[src/rtl/freq_meter.sv]
// freq_meter: gated frequency counter for divider bring-up self-check.
// Counts synchronised rising edges of meas_clk_i over GATE_CYCLES clk_i
// cycles and returns the result over a valid/ready handshake.
// Optional macro FREQ_METER_DUTY_EN builds the high-time (duty) counter;
// without it high_o is tied to 0.
module freq_meter #(
  parameter int unsigned GATE_CYCLES = 1000,
  parameter int          CNT_W       = 16,
  parameter int          SYNC_STAGES = 2
) (
  input  logic             clk_i,
  input  logic             rst_n_i,
  input  logic             meas_clk_i,
  input  logic             start_i,
  output logic             busy_o,
  output logic             valid_o,
  input  logic             ready_i,
  output logic [CNT_W-1:0] cnt_o,
  output logic             ovf_o,
  output logic [CNT_W-1:0] high_o
);

  localparam int GW = (GATE_CYCLES > 1) ? $clog2(GATE_CYCLES) : 1;
  localparam logic [GW-1:0]    GATE_LAST = GW'(GATE_CYCLES - 1);
  localparam logic [CNT_W-1:0] CNT_MAX   = '1;

  typedef enum logic [1:0] {IDLE, GATE, HOLD} state_t;

  state_t                 state;
  logic [SYNC_STAGES-1:0] sync_q;
  logic                   prev_q;
  logic                   sync_last;
  logic                   meas_edge;
  logic [GW-1:0]          gate_cnt;
  logic [CNT_W-1:0]       edge_cnt;
  logic [CNT_W-1:0]       edge_nxt;
  logic                   ovf_acc;
  logic                   ovf_nxt;
  logic                   gate_end;

  assign sync_last = sync_q[SYNC_STAGES-1];
  assign meas_edge = sync_last & ~prev_q;
  assign gate_end  = (state == GATE) && (gate_cnt == GATE_LAST);

  // Synchroniser and edge-detect flops run in every state so a window never
  // starts with a stale prev value and a false edge.
  always_ff @(posedge clk_i or negedge rst_n_i) begin
    if (!rst_n_i) begin
      sync_q <= '0;
      prev_q <= 1'b0;
    end else begin
      sync_q <= {sync_q[SYNC_STAGES-2:0], meas_clk_i};
      prev_q <= sync_last;
    end
  end

  // Saturating edge accumulation; ovf flags an edge lost at saturation.
  always_comb begin
    edge_nxt = edge_cnt;
    ovf_nxt  = ovf_acc;
    if (meas_edge) begin
      if (edge_cnt == CNT_MAX) ovf_nxt  = 1'b1;
      else                     edge_nxt = edge_cnt + CNT_W'(1);
    end
  end

  // Control FSM with registered busy/valid and result registers.
  always_ff @(posedge clk_i or negedge rst_n_i) begin
    if (!rst_n_i) begin
      state    <= IDLE;
      busy_o   <= 1'b0;
      valid_o  <= 1'b0;
      cnt_o    <= '0;
      ovf_o    <= 1'b0;
      gate_cnt <= '0;
      edge_cnt <= '0;
      ovf_acc  <= 1'b0;
    end else begin
      case (state)
        IDLE: begin
          if (start_i) begin
            state    <= GATE;
            busy_o   <= 1'b1;
            gate_cnt <= '0;
            edge_cnt <= '0;
            ovf_acc  <= 1'b0;
          end
        end
        GATE: begin
          if (gate_end) begin
            // Final window cycle: its edge is folded into the result.
            state   <= HOLD;
            valid_o <= 1'b1;
            cnt_o   <= edge_nxt;
            ovf_o   <= ovf_nxt;
          end else begin
            gate_cnt <= gate_cnt + GW'(1);
            edge_cnt <= edge_nxt;
            ovf_acc  <= ovf_nxt;
          end
        end
        HOLD: begin
          // start_i is deliberately not looked at here, even on the handshake.
          if (ready_i) begin
            state   <= IDLE;
            valid_o <= 1'b0;
            busy_o  <= 1'b0;
          end
        end
        default: begin
          state   <= IDLE;
          valid_o <= 1'b0;
          busy_o  <= 1'b0;
        end
      endcase
    end
  end

`ifdef FREQ_METER_DUTY_EN
  logic [CNT_W-1:0] high_cnt;
  logic [CNT_W-1:0] high_nxt;
  logic [CNT_W-1:0] high_q;

  assign high_nxt = (sync_last && high_cnt != CNT_MAX) ? high_cnt + CNT_W'(1) : high_cnt;
  assign high_o   = high_q;

  // High-time counter: clk_i cycles with synced meas high, saturating.
  always_ff @(posedge clk_i or negedge rst_n_i) begin
    if (!rst_n_i) begin
      high_cnt <= '0;
      high_q   <= '0;
    end else if (state == IDLE && start_i) begin
      high_cnt <= '0;
    end else if (state == GATE) begin
      high_cnt <= high_nxt;
      if (gate_end) high_q <= high_nxt;
    end
  end
`else
  assign high_o = '0;
`endif

endmodule

[config.mk]
export PLATFORM = sky130hd
export DESIGN_NAME = freq_meter
export DESIGN_NICKNAME = d
export VERILOG_FILES = /design/src/rtl/freq_meter.sv
export SDC_FILE = /design/constraint.sdc
export NUM_CORES = 1
export LEC_CHECK = 0
export BUFFER_PORTS_ARGS = -buffer_cell sky130_fd_sc_hd__buf_2
export CAP_MARGIN = 30
export CELL_PAD_IN_SITES_DETAIL_PLACEMENT = 1
export CELL_PAD_IN_SITES_GLOBAL_PLACEMENT = 1
export CORE_MARGIN = 5
export CORE_UTILIZATION = 39
export DETAILED_ROUTE_END_ITERATION = 6
export GPL_TIMING_DRIVEN = 0
export PLACE_DENSITY = 0.76
export SYNTH_ARGS = -nofsm -noshare
export SYNTH_HDL_FRONTEND = slang
export SYNTH_SLANG_ARGS = --single-unit
[constraint.sdc]
create_clock -name clk_i -period 1.84 [get_ports clk_i]
set_input_delay 0.552 -clock clk_i [delete_from_list [all_inputs] [get_ports clk_i]]
set_output_delay 0.552 -clock clk_i [all_outputs]
set_load 0.05 [all_outputs]
==> out/metrics.cfg, run 1 <==
[floorplanning]
rows=30
coreArea_sq_mm=0.00672
die_h_um=92.5
die_area_sq_mm=0.00856
initial_core_util_pct=39.5
die_x_um=92.5
io_pins=40

[synthesis]
yosysWarnings=0
ys_top_cells_by_area=dfrtp_1 (48%), o21ai_0 (4.9%), nand2_1 (4.7%), buf_4 (4.5%), xor2_1 (4.0%)
synth_compound_area_share_pct=15.3
syn_avg_cell_area_sq_um=9.42
yosys.area_share.simple_pct=21.0
synth_area_sq_mm=0.00266
ys.flop_type=dfrtp_1
synth_commonest_cells=dfrtp_1 (51), nand2_1 (33), o21ai_0 (26)
synth_xor_area_share_pct=5.93
yosys_register_bits=51
synth_cell_types=47
syn_inst=282
yosysTopAreaCell=dfrtp_1
synth_top_area_share_pct=48.0
synthMuxAreaShare_pct=1.55
synth_adder_area_share_pct=0.942
synth_most_common_cell=dfrtp_1
synthArstFlopShare_pct=100
yosysSeqAreaShare_pct=48.0
synth_top_family_by_area=simple AND/OR/NAND/NOR gates
synth_edf_count=0

[setup_path]
cp_max_fo=6
worstPathRequired_ps=2030
rrSetupSlack_ps=-250
worstReg2RegStart=edge_cnt[5]$_DFFE_PN0P_
r2r-end=cnt_o[1]$_DFFE_PN0P_
crit_path_end=cnt_o[1]$_DFFE_PN0P_
worst_setup_path_end_kind=register
path_class=register to register
start_kind=register
ff2ff_path_depth=7
startpoint=edge_cnt[5]$_DFFE_PN0P_
cp_data_arrival_time_ps=2280

[global_routing]
grt_pass1_vias=2675
gr-total-overflow=0
grtUsageTotal_pct=20.0
antenna_found_initial=0
grt_max_degree=29
grt_pass1_wl_mm=13.7

[cts]
cts_tree=done
clk_latency_ps=310
cts-hold-fix-buffers=0
cts_buffer_depth=2
ctsRootBufferMaster=clkbuf_8
htreeDepth=2
cts_buffers=5
clk_pin_slew_worst_paths_ps=100
clock_sinks=51

[timing]
slew_headroom_pct=59.4
clock_skew_ps=3.81
post-route-period-util_pct=113
tightest_slew_ps=609
max_freq_mhz=479
hold_viol=0
finalCriticalPeriod_ps=2090
rsz0062_at_grt=true
final_max_slew_viol_count=0
setup_violations=20
layout_setup_ws_ps=-247

[pwr]
powerDensity_mw_per_mm2=939
ir_drop_uv=358
p_leak_nw=1.74

[route]
highest_layer=met4
dr.pass1.iters=4
drt_iter0_markers=202
route.detailed.drc=0
wl_met3_um=622
routed_via_density=5.77
wl_met2_mm=5.01
wl_per_cell_um=21.9
postRouteAntennaNets=0
m1WireLength_mm=3.99
wl_mm=9.94
vias=2620

[final_layout]
drive_gt1_share_pct=41.7
nets=380
diodes=0
fillCellCount=762
seqCellArea_sq_mm=0.00129
stdcell_area_sq_mm=0.00370
fin_cells=454
multi_input_area_sq_mm=0.00148
area_growth_pct=39.2

[flow_run]
max-cap-violations=0

[placement]
place_congestion=0.837
port_buffers=23
placed_cell_area_sq_mm=0.00297
dp_hpwl_mm=5.08
placedCellCount=401

[run_status]
status=finished, violations left
violations=setup timing

[min_path]
worstHoldPathType=input port to asynchronous set/reset pin

==> worst max-delay path, cell delays in order (launching register included) <==
cell and delay, ps:
dfrtp_1 360, buf_6 130, nand4_4 100, buf_6 150, o41ai_4 540, buf_4 240
mux2i_1 330, o21ai_1 120
==> state kept, by name (all words and copies together), names as in the netlist <==
| register | cells |
|---|---|
| cnt_o | 16 |
| edge_cnt | 16 |
| gate_cnt | 10 |
| state | 2 |
| sync_q | 2 |
| busy_o | 1 |
| ovf_acc | 1 |
| ovf_o | 1 |
| prev_q | 1 |
| valid_o | 1 |
==> cell families after synthesis <==
logic type | count (synthesis)
mux | 4
buf+inv | 33
other cells | 1
flops | 51
fa+ha+maj | 2
xor+xnor | 18
simple gates | 111
compound gates | 62
==> what timing repair did <==
action / CTS / global route
buffers inserted: 23 / 24
endpoints found under the setup margin: 39 / 36
gates cloned: 0 / 0
pin swaps: 9 / 20
gates resized for setup: 43 / 42
==> layout make-up <==
class | count | area share (%)
Multi-Input combinational cell | 213 | 40.1
Sequential cell | 51 | 34.9
Timing Repair Buffer | 71 | 13.3
Buffer | 25 | 5.25
Tap cell | 80 | 2.71
Clock buffer | 5 | 1.86
Clock inverter | 3 | 1.18
Inverter | 6 | 0.745
==> metrics by stage <==
stage / hold slack [ps] / TNS [ps] / setup WS (ps) / utilization, % / total power, W
after floorplan: 256 / 0 / 0.0713 / - / 0.00200
after global placement: 335 / -9790 / -532 / 43.9 / 0.00217
after detailed placement: 337 / -11650 / -556 / 44.2 / 0.00223
after CTS: 259 / -77.1 / -26.7 / 50.7 / 0.00318
after global routing: 274 / -3490 / -289 / 55.0 / 0.00362
final: 240 / -1310 / -247 / 55.0 / 0.00347
==> layer usage <==
| metal | track usage (%) | vias to the layer above |
|---|---|---|
| met4 | 8.66 | 0 |
| li1 | - | 1144 |
| met1 | 24.8 | 1316 |
| met5 | 0 | - |
| met2 | 34.9 | 127 |
| met3 | 2.52 | 33 |
==> report_power, final <==
group	internal, W	switching [W]
logic	0.000497	0.000648
clock network	0.000406	0.000403
registers	0.00129	0.000233
==> layout by cell type, fill, tap and decap left out, types with 6 or more instances in the layout <==
master / instances
buf_4: 63
dfrtp_1: 41
nand2_1: 32
buf_2: 23
o21ai_0: 18
nor2_1: 18
conb_1: 16
nand3_1: 12
xor2_1: 10
dfrtp_2: 10
a31oi_1: 9
o21ai_1: 8
nand4_1: 6
clkbuf_8: 6
==> worst min-delay path by stage <==
stage | end | slack (ps) | from
floorplan | busy_o$_DFFE_PN0P_ | 260 | rst_n_i
global placement | sync_q[1]$_DFF_PN0_ | 340 | sync_q[0]$_DFF_PN0_
detailed placement | sync_q[1]$_DFF_PN0_ | 340 | sync_q[0]$_DFF_PN0_
CTS | edge_cnt[13]$_DFFE_PN0P_ | 260 | rst_n_i
global route | edge_cnt[12]$_DFFE_PN0P_ | 270 | rst_n_i
finish | gate_cnt[3]$_DFFE_PN0P_ | 240 | rst_n_i
No activity file was read; power rests on OpenSTA's default activity.
==> inputs of run 2 (changes only) <==
--- a/config.mk
+++ b/config.mk
@@ -11,6 +11,7 @@
 export CELL_PAD_IN_SITES_GLOBAL_PLACEMENT = 1
 export CORE_MARGIN = 5
 export CORE_UTILIZATION = 39
+export CTS_BUF_LIST = sky130_fd_sc_hd__clkbuf_16
 export DETAILED_ROUTE_END_ITERATION = 6
 export GPL_TIMING_DRIVEN = 0
 export PLACE_DENSITY = 0.76
==> run 2 against run 1 <==
The flow still finishes with violations (setup timing); sequential power barely moved; wire length up 11%; first-iteration DRC count up 21%; die area stayed put; core utilization up 2.1 points; clock power grew 37%; critical path depth fell by 1; critical endpoint is now cnt_o[7]$_DFFE_PN0P_.
==> out/metrics.cfg, run 2 (synthesis results as in run 1) <==
[route]
wl_per_cell_um=24.1  ; +10%
postRouteAntennaNets=0  ; unchanged
route.detailed.drc=0  ; unchanged
dr.pass1.iters=5  ; +1
drt_iter0_markers=245  ; +21%
wl_mm=11.0  ; +11%
vias=2755  ; +5.2%
routed_via_density=6.03  ; +4.5%

[timing]
setup_violations=35  ; +75%
slew_headroom_pct=58.9  ; -0.50 points
layout_setup_ws_ps=-154  ; +93.5 ps
finalCriticalPeriod_ps=1990  ; -93.5 ps
hold_viol=0  ; unchanged
final_max_slew_viol_count=0  ; unchanged
post-route-period-util_pct=108  ; -5.1 points
max_freq_mhz=502  ; +4.7%
rsz0062_at_grt=true
tightest_slew_ps=616  ; +7.53 ps
clock_skew_ps=4.46  ; +0.658 ps

[final_layout]
utilization_pct=57.1  ; +2.1 points
seqCellArea_sq_mm=0.00129  ; about the same
final_common_cell=buf_4
diodes=0  ; unchanged
final_cell_mix=buf_4 (57), dfrtp_1 (42), nand2_1 (32)
multi_input_area_sq_mm=0.00151  ; +1.5%
area_growth_pct=44.5
stdcell_area_sq_mm=0.00384  ; +3.8%
fillCellCount=747  ; -2.0%
largest_registers=cnt_o x16, edge_cnt x16, gate_cnt x10
nets=383  ; +0.79%
drive_gt1_share_pct=41.4  ; -0.33 points

[cts]
cts_buffer_depth=2  ; unchanged
cts_buffers=5  ; unchanged
cts-hold-fix-buffers=0  ; unchanged
ctsRootBufferMaster=clkbuf_16
clock_sinks=51  ; unchanged
cts_tree=done
htreeDepth=2  ; unchanged
clk_pin_slew_worst_paths_ps=70  ; -30 ps
clk_latency_ps=300  ; about the same

[setup_path]
crit_chain=buf_6, nand3_4, or4_4, nand4_1, xor2_1, o21ai_1
cp_num_buf_inv=1  ; -2
worstPathRequired_ps=2020  ; about the same
start_kind=register
max_stage_delay_ps=610  ; +70 ps
worst_setup_path_end_kind=register
cp_data_arrival_time_ps=2170  ; -110 ps
worstReg2RegStart=edge_cnt[9]$_DFFE_PN0P_
cp_max_fo=7  ; +1
path_class=register to register
startpoint=edge_cnt[9]$_DFFE_PN0P_
cp_slowest_cell=or4_4
cp_top_family=simple AND/OR/NAND/NOR gates

[run_status]
status=finished, violations left
violations=setup timing

[placement]
pre_cts_slack_ps=-556  ; unchanged
dp_hpwl_mm=5.08  ; unchanged
port_buffers=23  ; unchanged
placed_cell_area_sq_mm=0.00297  ; unchanged
place_congestion=0.837  ; unchanged

[pwr]
p_leak_nw=1.79  ; +3.1%
ir_drop_uv=599  ; +67%
powerDensity_mw_per_mm2=1040  ; +10%

[floorplanning]
rows=30  ; unchanged
die_x_um=92.5  ; unchanged
coreArea_sq_mm=0.00672  ; unchanged
initial_core_util_pct=39.5  ; unchanged
die_area_sq_mm=0.00856  ; unchanged
io_pins=40  ; unchanged
die_h_um=92.5  ; unchanged

[global_routing]
grt_pass1_wl_mm=13.8  ; +1.2%
gr-total-overflow=0  ; unchanged
grt_max_degree=29  ; unchanged
grtUsageTotal_pct=20.5  ; +0.47 points
antenna_found_initial=0  ; unchanged
grt_pass1_vias=2672  ; -0.11%

[min_path]
worstHoldPathType=input port to asynchronous set/reset pin

[flow_run]
max-cap-violations=0  ; unchanged

-- run 2: path summary, 6_finish.rpt --
kind | end | slack, ps | depth (start not counted)
worst max-delay path | cnt_o[7]$_DFFE_PN0P_ | -150 | 6
worst min-delay path | edge_cnt[13]$_DFFE_PN0P_ | 260 | 1
worst min register to register | sync_q[1]$_DFF_PN0_ | 370 | 0
max in group asynchronous | edge_cnt[10]$_DFFE_PN0P_ | 1000 | 2
min in group clk_i | sync_q[0]$_DFF_PN0_ | 360 | 1
worst max register to register | cnt_o[7]$_DFFE_PN0P_ | -150 | 6
-- run 2: metal layers --
layer | wire [um] | track usage (%) | part of all wire [%] | vias to the layer above
met1 | 4310 | 24.7 | 39 | 1380
met5 | 0 | 0 | 0 | -
met2 | 5400 | 35.6 | 49 | 165
li1 | - | - | - | 1160
met3 | 731 | 3.25 | 6.6 | 50
met4 | 570 | 9.65 | 5.2 | 0
-- run 2: power breakdown --
| part | switching [W] | internal [W] |
|---|---|---|
| logic | 0.000737 | 0.000587 |
| registers | 0.000263 | 0.00128 |
| clock network | 0.000466 | 0.000644 |
| total | 0.00147 | 0.00251 |
-- run 2: cell type report --
cell class / count / share of cell area (%)
inverter: 6 / 0.717
clock inverter: 3 / 1.14
tap: 80 / 2.61
timing repair buffer: 73 / 14.2
buffer: 25 / 5.25
sequential: 51 / 33.6
clock buffer: 5 / 3.26
multi-input combinational: 214 / 39.2
-- run 2: per-stage QoR --
stage | TNS [ps] | cells | total power [W] | hold WS (ps)
6_report | -2250 | 457 | 0.00398 | 263
5_1_grt | -3840 | 457 | 0.00411 | 301
4_1_cts | -34.1 | 431 | 0.00343 | 292
3_5_place_dp | -11650 | 401 | 0.00223 | 337
3_3_place_gp | -9790 | 400 | 0.00217 | 335
2_1_floorplan | 0 | 297 | 0.00200 | 256
-- run 2: repair_timing --
action | 4_1_cts | 5_1_grt
endpoints found under the hold margin | 0 | 0
setup endpoints to repair | 39 | 36
setup buffers | 22 | 26
gates cloned | 0 | 2
pin swaps | 11 | 25
resized for setup | 47 | 52
==> inputs of run 3 (changes only) <==
--- a/config.mk
+++ b/config.mk
@@ -5,12 +5,13 @@
 export SDC_FILE = /design/constraint.sdc
 export NUM_CORES = 1
 export LEC_CHECK = 0
+export ABC_AREA = 1
 export BUFFER_PORTS_ARGS = -buffer_cell sky130_fd_sc_hd__buf_2
 export CAP_MARGIN = 30
 export CELL_PAD_IN_SITES_DETAIL_PLACEMENT = 1
 export CELL_PAD_IN_SITES_GLOBAL_PLACEMENT = 1
 export CORE_MARGIN = 5
-export CORE_UTILIZATION = 39
+export CORE_UTILIZATION = 37
 export CTS_BUF_LIST = sky130_fd_sc_hd__clkbuf_16
 export DETAILED_ROUTE_END_ITERATION = 6
 export GPL_TIMING_DRIVEN = 0
==> run 3 against run 2 <==
The run now ends clean; synthesized cell count up 43%; total power down 1.3%; clock power about the same; maximum frequency up 15%; non-clock buffer count down 46; largest power group unchanged.
==> out/metrics.cfg, run 3 <==
[run_status]
status=completed

[setup_path]
start_kind=register
cp_num_cells=9  ; +3
worst_setup_path_end_kind=register
crit_top_cell=nand2_1
worstPathRequired_ps=2080  ; +60 ps
cp_slowest_cell=dfrtp_2
crit_chain=ha_1, nand2_1, inv_1, nand4_1, nand2_2, inv_4, buf_4, nand3_1, nand2_1
path_class=register to register
cp_top_family=simple AND/OR/NAND/NOR gates
max_stage_delay_ps=440  ; -170 ps
cp_max_fo=10  ; +3
ff2ff_path_depth=9  ; +3
cp_num_buf_inv=3  ; +2
cp_data_arrival_time_ps=1970  ; -200 ps

[cts]
clk_pin_slew_worst_paths_ps=70  ; about the same
htreeDepth=2  ; unchanged
cts_tree=done
ctsRootBufferMaster=clkbuf_16
cts_buffers=5  ; unchanged
cts_buffer_depth=2  ; unchanged
cts-hold-fix-buffers=0  ; unchanged
clock_sinks=51  ; unchanged
clk_latency_ps=300  ; about the same

[flow_run]
max-cap-violations=0  ; unchanged

[synthesis]
synth_most_common_cell=nand2_1
yosys_register_bits=51  ; unchanged
yosysSeqAreaShare_pct=43.9  ; -4.1 points
ys.flop_type=dfrtp_1
syn_avg_cell_area_sq_um=7.19  ; -24%
syn_inst=404  ; +43%
yosysTopAreaCell=dfrtp_1
ys_top_cells_by_area=dfrtp_1 (44%), nand2_1 (22%), nand3_1 (6.5%), buf_4 (4.1%), inv_1 (4.1%)
synth_area_sq_mm=0.00291  ; +9.4%
synth_cell_types=29  ; -38%
synth_edf_count=0  ; unchanged
synthArstFlopShare_pct=100  ; unchanged
synth_commonest_cells=nand2_1 (172), dfrtp_1 (51), nand3_1 (38)
synth_top_area_share_pct=43.9  ; -4.1 points
yosysWarnings=0  ; unchanged

[global_routing]
gr-total-overflow=0  ; unchanged
grt_max_degree=29  ; unchanged
antenna_found_initial=0  ; unchanged
grt_pass1_wl_mm=14.2  ; +2.9%
grt_pass1_vias=2881  ; +7.8%
grtUsageTotal_pct=18.1  ; -2.4 points

[min_path]
worstHoldPathType=input port to asynchronous set/reset pin

[final_layout]
largest_registers=cnt_o x16, edge_cnt x16, gate_cnt x10
final_cell_mix=nand2_1 (171), dfrtp_1 (49), nand3_1 (38)
seqCellArea_sq_mm=0.00128  ; -0.68%
fillCellCount=1033  ; +38%
multi_input_area_sq_mm=0.00140  ; -7.0%
utilization_pct=45.0  ; -12 points
area_growth_pct=18.9
drive_gt1_share_pct=17.4  ; -24 points
diodes=0  ; unchanged
stdcell_area_sq_mm=0.00346  ; -9.9%
final_common_cell=nand2_1
nets=460  ; +20%

[placement]
port_buffers=23  ; unchanged
place_congestion=0.813  ; -2.9%
placed_cell_area_sq_mm=0.00322  ; +8.6%
dp_hpwl_mm=6.21  ; +22%

[floorplanning]
die_area_sq_mm=0.00972  ; +14%
coreArea_sq_mm=0.00769  ; +14%
initial_core_util_pct=37.8  ; -1.7 points
die_h_um=98.6  ; +6.6%
die_x_um=98.6  ; +6.6%
rows=32  ; +6.7%
io_pins=40  ; unchanged

[timing]
post-route-period-util_pct=93.9  ; -14 points
tightest_slew_ps=583  ; -33.4 ps
clock_skew_ps=6.41  ; +1.95 ps
final_max_slew_viol_count=0  ; unchanged
finalCriticalPeriod_ps=1730  ; -265 ps
hold-worst-slack_ps=246  ; -16.3 ps
tns_ps=0  ; +2250 ps
hold_viol=0  ; unchanged
slew_headroom_pct=61.1  ; +2.2 points
setup_violations=0  ; -100%
max_freq_mhz=579  ; +15%

[pwr]
powerDensity_mw_per_mm2=1140  ; +9.6%
swShare_pct=38.5  ; +1.6 points
pwr-share-seq_pct=42.3  ; +3.4 points
p_leak_nw=1.91  ; +6.9%
power.total_w=0.00393  ; -1.3%
combPwrFrac_pct=29.5  ; -3.7 points
ir_drop_uv=422  ; -30%
net-switching-power_w=0.00151  ; +3.1%
internal_power_w=0.00242  ; -3.8%
p_clk_share_pct=28.2  ; +0.3 points

[route]
drt_iter0_markers=130  ; -47%
wl_mm=8.47  ; -23%
wl_per_cell_um=15.2  ; -37%
routed_via_density=4.89  ; -19%
dr.pass1.iters=4  ; -1
vias=2720  ; -1.3%
route.detailed.drc=0  ; unchanged
postRouteAntennaNets=0  ; unchanged

## run 3: power groups by stage
stage | logic (W) | registers (W) | clock network [W]
5_1_grt | 0.00131 | 0.00170 | 0.00118
4_1_cts | 0.00108 | 0.00166 | 0.00112
3_5_place_dp | 0.00106 | 0.00167 | 0
6_report | 0.00116 | 0.00166 | 0.00111
3_3_place_gp | 0.000986 | 0.00165 | 0
2_1_floorplan | 0.000804 | 0.00161 | 0
## run 3: stage by stage
step,worst slack [ps],cells
finish,111,556
global route,-7.82,556
CTS,-5.56,553
detailed placement,-100,545
global placement,-15.9,544
floorplan,334,419
## run 3: area by class of cell
| class | count | area share (%) |
|---|---|---|
| plain buffers | 24 | 5.00 |
| clock buffers | 5 | 3.62 |
| clock inverters | 3 | 1.23 |
| inverters | 36 | 4.16 |
| multi-input cells | 307 | 40.5 |
| flip-flops and latches | 51 | 37.0 |
| well taps | 102 | 3.69 |
| repair buffers | 28 | 4.78 |
## run 3: layer usage
layer  share of wire, %  global-route usage [%]
met2                 48                    31.1
met1                 47                    23.4
met5                  0                       0
met4                2.0                    5.99
met3                3.3                    2.90
## run 3: path summary, 6_finish.rpt
| check | start | end | slack (ps) |
|---|---|---|---|
| max | gate_cnt[0]$_DFFE_PN0P_ | edge_cnt[11]$_DFFE_PN0P_ | 110 |
| min | rst_n_i | valid_o$_DFFE_PN0P_ | 250 |
| max reg2reg | gate_cnt[0]$_DFFE_PN0P_ | edge_cnt[11]$_DFFE_PN0P_ | 110 |
| min reg2reg | sync_q[0]$_DFF_PN0_ | sync_q[1]$_DFF_PN0_ | 350 |
| max in group asynchronous | rst_n_i | gate_cnt[0]$_DFFE_PN0P_ | 1020 |
| min in group clk_i | sync_q[0]$_DFF_PN0_ | sync_q[1]$_DFF_PN0_ | 350 |
## run 3: timing repair
action / 4_1_cts / 5_1_grt
pin swaps: 0 / 1
gates resized for setup: 5 / 10
setup buffers: 0 / 4
endpoints found under the setup margin: 27 / 38
cloned: 0 / 0
## run 3: logic make-up after synthesis
kind of cell	count (synthesis)	share of synthesized area [%]
simple gates	264	38.9
flops	51	43.9
other cells	1	0.129
buf+inv	61	10.5
xor+xnor	7	2.11
fa+ha+maj	2	0.861
compound gates	18	3.53
